<file path="src/rtl/bus_watchdog.sv">
// Bus-termination merger and unterminated-AS timeout watchdog for the 68030 bus.
// Optional macro BUSWD_STATS_EN builds the saturating timeoutCount register.
module bus_watchdog #(
    parameter int unsigned TIMEOUT_CYCLES = 64,
    parameter int unsigned CNT_W          = 8
) (
    input  logic       sysClk,
    input  logic       reset,
    input  logic       nAS,
    input  logic       addr31,
    input  logic       RnW,
    input  logic [1:0] nDsackMem,
    input  logic       nStermMem,
    input  logic       nBerrMem,
    input  logic [1:0] nDsackIo,
    input  logic       nBerrIo,
    input  logic       clrFault,
    output logic [1:0] nDsack,
    output logic       nSterm,
    output logic       nBerr,
    output logic       faultFlag,
    output logic       faultIo,
    output logic       faultRead,
    output logic [7:0] timeoutCount
);

    typedef enum logic [1:0] {
        StIdle,
        StActive,
        StTerm,
        StTimeout
    } stateE;

    localparam logic [CNT_W-1:0] CntLast = CNT_W'(TIMEOUT_CYCLES - 1);

    stateE            stateQ, stateD;
    logic [CNT_W-1:0] countQ, countD;
    logic             berrGenQ, berrGenD;
    logic             term;
    logic             expire;
    logic             faultFlagQ, faultIoQ, faultReadQ;

    assign term = (nDsackMem != 2'b11) | (nDsackIo != 2'b11) | ~nStermMem | ~nBerrMem | ~nBerrIo;

    // State register
    always_ff @(posedge sysClk or posedge reset) begin
        if (reset) begin
            stateQ   <= StIdle;
            countQ   <= '0;
            berrGenQ <= 1'b0;
        end else begin
            stateQ   <= stateD;
            countQ   <= countD;
            berrGenQ <= berrGenD;
        end
    end

    // Next-state logic; abort beats term, term beats expiry
    always_comb begin
        stateD = stateQ;
        countD = countQ;
        unique case (stateQ)
            StIdle: begin
                countD = '0;
                if (!nAS) begin
                    stateD = StActive;
                end
            end
            StActive: begin
                if (nAS) begin
                    stateD = StIdle;
                    countD = '0;
                end else if (term) begin
                    stateD = StTerm;
                end else if (countQ == CntLast) begin
                    stateD = StTimeout;
                end else begin
                    countD = countQ + 1'b1;
                end
            end
            StTerm: begin
                if (nAS) begin
                    stateD = StIdle;
                    countD = '0;
                end
            end
            StTimeout: begin
                if (nAS) begin
                    stateD = StIdle;
                    countD = '0;
                end
            end
            default: begin
                stateD = StIdle;
                countD = '0;
            end
        endcase
    end

    // Outputs: pure combinational merge plus the registered watchdog BERR
    always_comb begin
        berrGenD = (stateD == StTimeout);
        expire   = (stateQ == StActive) && !nAS && !term && (countQ == CntLast);
        nDsack   = nDsackMem & nDsackIo;
        nSterm   = nStermMem;
        nBerr    = nBerrMem & nBerrIo & ~berrGenQ;
    end

    // Sticky fault capture; a timeout on the same edge as clrFault wins
    always_ff @(posedge sysClk or posedge reset) begin
        if (reset) begin
            faultFlagQ <= 1'b0;
            faultIoQ   <= 1'b0;
            faultReadQ <= 1'b0;
        end else if (expire) begin
            faultFlagQ <= 1'b1;
            faultIoQ   <= addr31;
            faultReadQ <= RnW;
        end else if (clrFault) begin
            faultFlagQ <= 1'b0;
            faultIoQ   <= 1'b0;
            faultReadQ <= 1'b0;
        end
    end

    assign faultFlag = faultFlagQ;
    assign faultIo   = faultIoQ;
    assign faultRead = faultReadQ;

`ifdef BUSWD_STATS_EN
    logic [7:0] timeoutCountQ;

    always_ff @(posedge sysClk or posedge reset) begin
        if (reset) begin
            timeoutCountQ <= 8'h00;
        end else if (expire && (timeoutCountQ != 8'hff)) begin
            timeoutCountQ <= timeoutCountQ + 8'h01;
        end
    end

    assign timeoutCount = timeoutCountQ;
`else
    assign timeoutCount = 8'h00;
`endif

endmodule

</file>
<file path="config.mk">
export PLATFORM = sky130hd
export DESIGN_NAME = bus_watchdog
export DESIGN_NICKNAME = d
export VERILOG_FILES = /design/src/rtl/bus_watchdog.sv
export SDC_FILE = /design/constraint.sdc
export NUM_CORES = 1
export LEC_CHECK = 0
export CORE_MARGIN = 3
export CORE_UTILIZATION = 45
export CTS_BUF_LIST = sky130_fd_sc_hd__clkbuf_16
export DETAILED_ROUTE_END_ITERATION = 16
export HOLD_SLACK_MARGIN = 0.15
export PLACE_DENSITY_LB_ADDON = 0.25
export SYNTH_ARGS = -nofsm -noshare
export SYNTH_HDL_FRONTEND = slang
export SYNTH_SLANG_ARGS = --single-unit
</file>
<file path="constraint.sdc">
create_clock -name sysClk -period 2.05 [get_ports sysClk]
set_clock_uncertainty 0.05 [all_clocks]
set_input_delay 0.41 -clock sysClk [delete_from_list [all_inputs] [get_ports sysClk]]
set_output_delay 0.41 -clock sysClk [all_outputs]
set_load 0.01 [all_outputs]
</file>
==> summary.md, run 1 <==
| Metric | Value |
|---|---|
| Status | `complete, no violations` |
| CP delay by family, top | `buffers and inverters` |
| Ports | `28` |
| Initial antenna violation count | `0` |
| Vias in the first global route | `around 840` |
| CTS Buffer Depth | `2` |
| Synth Cell Area | `between 800 and 900 sq um` |
| Die Wd | `roughly 50 um` |
| Sequential Area | `around 350 sq um` |
| DP HPWL | `~1500 um` |
| Row cnt | `15` |
| Post-DRT Antenna Nets | `0` |
| Setup Viol. Count Final | `0` |
| Max-slew headroom | `approximately 65%` |
| Flop2flop setup slack | `~0.18 ns` |
| P_leak | `approximately 0.53 nW` |
| Met1 usage | `between 20% and 30%` |
| Clock-pin slew of the registers on the worst-case setup and hold paths | `0.05 ns` |
| Height of the die | `around 50 um` |
| Layout Nets | `140` |
| M3 GR Usage | `between 5 and 6%` |
| Fin. max-slew vios | `0` |
| Post-Syn Instances | `between 90 and 100` |
| Routability-driven placement congestion ratio | `a little under 0.8` |
| Hold crit path type | `input pin to asynchronous set/reset pin` |
| CP Buf/Inv Count | `2` |
| GR Util All Layers | `18.3%` |
| Synth area leader | `dfrtp_1` |
| Fin. Hold Viols | `0` |
| Slowest stage delay, CP | `0.54 ns` |
| CP max stage cell | `clkdlybuf4s50_1` |
| Die area | `2490 sq um` |
| Reg-to-Reg End | `countQ[1]` |
| CTS tree | `yes` |
| Crit path capture type | `output pin` |
| Initial Utilization | `about half` |
| Commonest non-fill, non-tap cell in the layout | `clkdlybuf4s50_1` |
| Crit path top cell by count | `clkdlybuf4s50_1` |
| Synth top area cells | `dfrtp_1 (40%), buf_4 (7.8%), nand2_1 (4.3%)` |
| CP startpoint kind | `input pin` |
| Root Buffer | `clkbuf_16` |
| Final Routed Wirelength | `2120 um` |
| Final min period | `between 2 and 2.5 ns` |
| Largest net degree at the start of global routing | `15` |
| F_max | `497 MHz` |
| RSZ-0062 raised after global routing | `yes` |
| Via count | `~830` |
| Worst skew pair latency | `roughly 0.24 ns` |
| Worst IR Drop VDD | `0.000578 V` |
| Worst-Margin Slew | `approximately 0.53 ns` |
| DRT Pass-1 Iters | `4` |
| IO Port Bufs | `19` |
| Routed vias/inst | `5.60` |
| CP Max Fanout | `2` |
| Commonest non-fill, non-tap cells in the layout | `clkdlybuf4s50_1 (17), dfrtp_1 (14), buf_4 (11)` |
| 1st-iter DRT viols | `41` |
| Grt ovf | `0` |
| Area grow syn2layout | `39.4%` |
| Seq/Total Area, Yosys | `about two fifths` |
| CP arrival | `~1.6 ns` |
| Critical path class | `input pin to output pin` |
| Layout cells sized above 1 | `about 19%` |
| N_diodes | `0` |
| First-pass GRT wire length | `roughly 3500 um` |
| Post-Syn Area per Cell | `approximately 9.1 sq um` |
| FF-to-FF Start | `countQ[1]` |
| Core region area | `approximately 1800 sq um` |
| TritonCTS Buffers | `3` |
| Max-cap check violation count | `0` |
| Critical Path, Cell by Cell | `clkdlybuf4s50_1 -> nand2_1 -> nor2_1 -> clkdlybuf4s50_1` |
| R2R cell count | `6` |
| Post-synth cell types | `36` |
| Fill cells | `roughly 150` |
| Share of the synthesized area in the top cell type | `between 40% and 50%` |
| Ys Warns | `0` |
| Pwr Total | `approximately 0.77 mW` |
| DRC | `0` |
| Htree depth | `1` |
| Power Dens Cells | `634 nW/um^2` |
| CTS sink cnt | `14` |
| Layer carrying the most global-route usage | `met2` |
| Routed len/inst | `roughly 14 um` |
| Seq cells post-synth | `14` |
| Area occupied by multi-input gates | `463 sq um` |
| Setup TNS | `0 ns` |
| CP required | `about 1.6 ns` |
| Routing usage on met2 | `30.8%` |
| Final period util | `~100%` |
-- where the power goes --
group	switching (mW)	leakage, nW	internal [mW]	total (mW)
Combinational	0.0506	0.300	0.0528	0.103
Clock	0.112	0.0370	0.255	0.367
Sequential	0.0116	0.193	0.284	0.296
Total	0.174	0.530	0.592	0.766
-- flip-flops by register name, indices dropped and copies added, names as in the netlist --
signal	count
countQ	8
stateQ	2
faultFlag	1
berrGenQ	1
faultIo	1
faultRead	1
-- synthesized netlist by cell type --
library cell and count:
or3_1 1, nand2b_1 4, nor3b_1 1, a41oi_1 1, mux2_2 2, mux2i_1 1
o41ai_1 1, a31o_2 1, nand4_1 4, o21ai_0 4, buf_4 9, o221ai_1 1
o31ai_1 1, o211ai_1 3, o21ba_2 1, a211oi_1 1, and2_1 2, nor2b_1 2
clkbuf_1 1, and4_4 1, nor4_1 3, dfrtp_1 14, inv_1 3, nand3_1 4
a211o_1 1, conb_1 1, nand2_1 10, or3b_2 1, ha_1 1, buf_6 1
a32o_1 1, a31oi_1 2, nor2_1 7, or4_1 1, or2_2 1, nand3b_1 2
-- timing repair --
action,CTS,global route
gates resized for setup,0,4
hold buffers,0,0
endpoints found under the setup margin,0,6
buffers inserted,0,1
-- worst max-delay path by stage --
stage | from | end | cells after the start
2_1_floorplan | countQ[0] | countQ[3] | 5
3_3_place_gp | nBerrIo | faultIo | 5
3_5_place_dp | nBerrIo | faultIo | 5
4_1_cts | nBerrIo | nBerr | 4
5_1_grt | nBerrMem | countQ[4] | 7
6_report | nBerrIo | nBerr | 4
-- cells by family (layout without fill, tap and decap cells) --
family | Yosys count | count (layout) | synth area share, %
AO/OA/AOI/OAI | 18 | 18 | 15.4
adder cells (fa/ha/maj) | 1 | 1 | 1.44
buffers and inverters | 14 | 36 | 10.8
flip-flops | 14 | 14 | 40.4
multiplexers | 3 | 3 | 3.75
other | 1 | 8 | 0.432
AND/OR/NAND/NOR | 44 | 44 | 27.7
-- layout make-up --
type,count,share of cell area (%)
well taps,25,2.59
repair buffers,30,23.0
flip-flops and latches,14,29.0
multi-input cells,74,38.3
inverters,3,0.932
clock buffers,3,6.21
-- through the flow --
step | hold slack, ns | instance area [sq um] | setup WS, ns | instances | util, %
4_1_cts | 0.467 | 1180 | 0.0296 | 148 | 67.0
2_1_floorplan | 0.249 | 893 | 0.218 | 102 | -
6_report | 0.467 | 1210 | 0.0370 | 149 | 68.5
5_1_grt | 0.512 | 1210 | -0.0284 | 149 | 68.5
3_5_place_dp | 0.467 | 1110 | -0.135 | 145 | 62.8
3_3_place_gp | 0.456 | 1110 | -0.110 | 145 | 62.8
-- layer usage --
metal,vias up,part of all wire [%]
li1,391,-
met1,394,41
met2,44,48
met3,5,8.7
met4,0,1.7
met5,-,0
Note: power is estimated with default switching activity, not from simulation.
==> inputs of run 2 (changes only) <==
Clock period 2.05 ns to 2 ns, I/O delays scaled along.
==> run 2 against run 1 <==
  * Worst setup slack improved by 0.0021 ns
  * Sequential share of layout area shrank 0.090 points
  * Critical endpoint is now countQ[3]
  * Global-route usage increased by 0.64 points
  * Clock power hardly changed
  * Largest cell class unchanged
  * Cell count is the same
  * Combinational power hardly changed
  * Routed wire length increased by 4.2%
==> summary.md, run 2 (same netlist as run 1, synthesis figures left out) <==
| Metric | Value |
|---|---|
| Max-slew headroom | `between 60% and 70%` |
| Worst IR Drop VDD | `0.000575 V` |
| CP startpoint kind | `input pin` |
| CTS Buffer Depth | `2` |
| Final period util | `between 90% and 100%` |
| Pwr Total | `about 0.8 mW` |
| DRT Pass-1 Iters | `4` |
| Power Dens Cells | `roughly 640 nW/um^2` |
| Worst-Margin Slew | `around 0.53 ns` |
| P_leak | `approximately 0.54 nW` |
| Grt ovf | `0` |
| Routed vias/inst | `~5.7` |
| Final Routed Wirelength | `around 2200 um` |
| Commonest non-fill, non-tap cell in the layout | `clkdlybuf4s50_1` |
| Max-cap check violation count | `0` |
| CP arrival | `about 2.1 ns` |
| Height of the die | `approximately 50 um` |
| Vias in the first global route | `879` |
| Crit path capture type | `register` |
| TritonCTS Buffers | `3` |
| Die Wd | `49.9 um` |
| Critical path class | `input pin to register` |
| Routed len/inst | `14.8 um` |
| Htree depth | `1` |
| Layout cells sized above 1 | `about a fifth` |
| CP Max Fanout | `4` |
| Post-DRT Antenna Nets | `0` |
| Initial Utilization | `between 40 and 50%` |
| Via count | `between 800 and 900` |
| Area grow syn2layout | `39.8%` |
| Fin. max-slew vios | `0` |
| First-pass GRT wire length | `around 3700 um` |
| Largest register FFs | `8` |
| Clock-pin slew of the registers on the worst-case setup and hold paths | `roughly 0.040 ns` |
| DP HPWL | `about 1500 um` |
| Commonest non-fill, non-tap cells in the layout | `clkdlybuf4s50_1 (16), dfrtp_1 (14), buf_4 (11)` |
| Fin. Hold Viols | `0` |
| Initial antenna violation count | `0` |
| Hold Buf Count CTS | `0` |
| Final min period | `just under 2 ns` |
| 1st-iter DRT viols | `40` |
| CTS sink cnt | `14` |
| CTS tree | `yes` |
| Biggest register | `countQ` |
| Core region area | `between 1500 and 2000 sq um` |
| CP required | `approximately 2.1 ns` |
| N_diodes | `0` |
| DRC | `0` |
| Worst skew pair latency | `~0.24 ns` |
| Post-layout util | `between 60% and 70%` |
| F_max | `between 500 and 600 MHz` |
| Setup Viol. Count Final | `0` |
| Status | `complete, no violations` |
| GR Util All Layers | `a little under a fifth` |
| Root Buffer | `clkbuf_16` |
| Biggest regs | `countQ (8), stateQ (2)` |
| RSZ-0062 raised after global routing | `yes` |
| Row cnt | `15` |
| Die area | `between 2000 and 2500 sq um` |
| Routability-driven placement congestion ratio | `~0.79` |
| Hold crit path type | `input pin to asynchronous set/reset pin` |
| IO Port Bufs | `19` |
| Layout Nets | `140` |
| Ports | `28` |
| Largest net degree at the start of global routing | `15` |
## run 2: cell types whose count changed in the layout (fill, tap and decap cells not counted)
cell | before | now
clkdlybuf4s50_1 | 17 | 16
dlygate4sd2_1 | 0 | 1
nor3b_1 | 1 | 0
nor3b_2 | 0 | 1
## run 2: stage by stage
stage	area, sq um	TNS, ns	std cells	hold WS (ns)	setup slack, ns
2_1_floorplan	893	0	102	0.239	0.168
5_1_grt	1210	-0.0472	149	0.512	-0.0171
6_report	1210	0	149	0.461	0.0391
4_1_cts	1180	0	148	0.467	0.0108
3_3_place_gp	1110	-1.01	145	0.456	-0.150
3_5_place_dp	1110	-1.37	145	0.467	-0.189
## run 2: layout make-up
| cell class | count | area [sq um] |
|---|---|---|
| Fill cell | 148 | 552 |
| Multi-Input combinational cell | 74 | 468 |
| Sequential cell | 14 | 350 |
| Timing Repair Buffer | 30 | 277 |
| Clock buffer | 3 | 75.1 |
| Tap cell | 25 | 31.3 |
| Inverter | 3 | 11.3 |
## run 2: routing by layer
metal | routed length (um) | up-vias | share of wire, % | track usage (%)
met4 | 59 | 0 | 2.7 | 9.68
met1 | 876 | 392 | 40 | 21.2
met5 | 0 | - | 0 | 0
met3 | 188 | 10 | 8.5 | 4.53
met2 | 1080 | 53 | 49 | 33.0
li1 | - | 391 | - | -
## run 2: worst max-delay path, stage by stage
cell	delay, ns
clkdlybuf4s50_1	0.47
nand4_1	0.16
buf_4	0.18
a211o_1	0.28
or4_1	0.52
nand2_1	0.07
## run 2: where the power goes
part	internal [mW]	leakage, nW	switching, mW	total, mW
Clock	0.261	0.0370	0.107	0.368
Combinational	0.0533	0.308	0.0522	0.106
Sequential	0.291	0.193	0.0128	0.304
Total	0.606	0.538	0.172	0.778
## run 2: final timing paths
path	startpoint	end	slack, ns	cells after the start
max	nBerrIo	countQ[3]	0.04	6
min	reset	faultFlag	0.46	2
max reg2reg	countQ[1]	countQ[3]	0.12	5
min reg2reg	countQ[4]	countQ[4]	0.48	1
max in group asynchronous	reset	countQ[0]	1.09	2
min in group sysClk	countQ[4]	countQ[4]	0.48	1
## run 2: what timing repair did
action                                  in CTS  in global routing
pin swaps                                    0                  2
gates resized for setup                      1                  5
endpoints found under the setup margin       1                  9
setup buffers                                0                  1
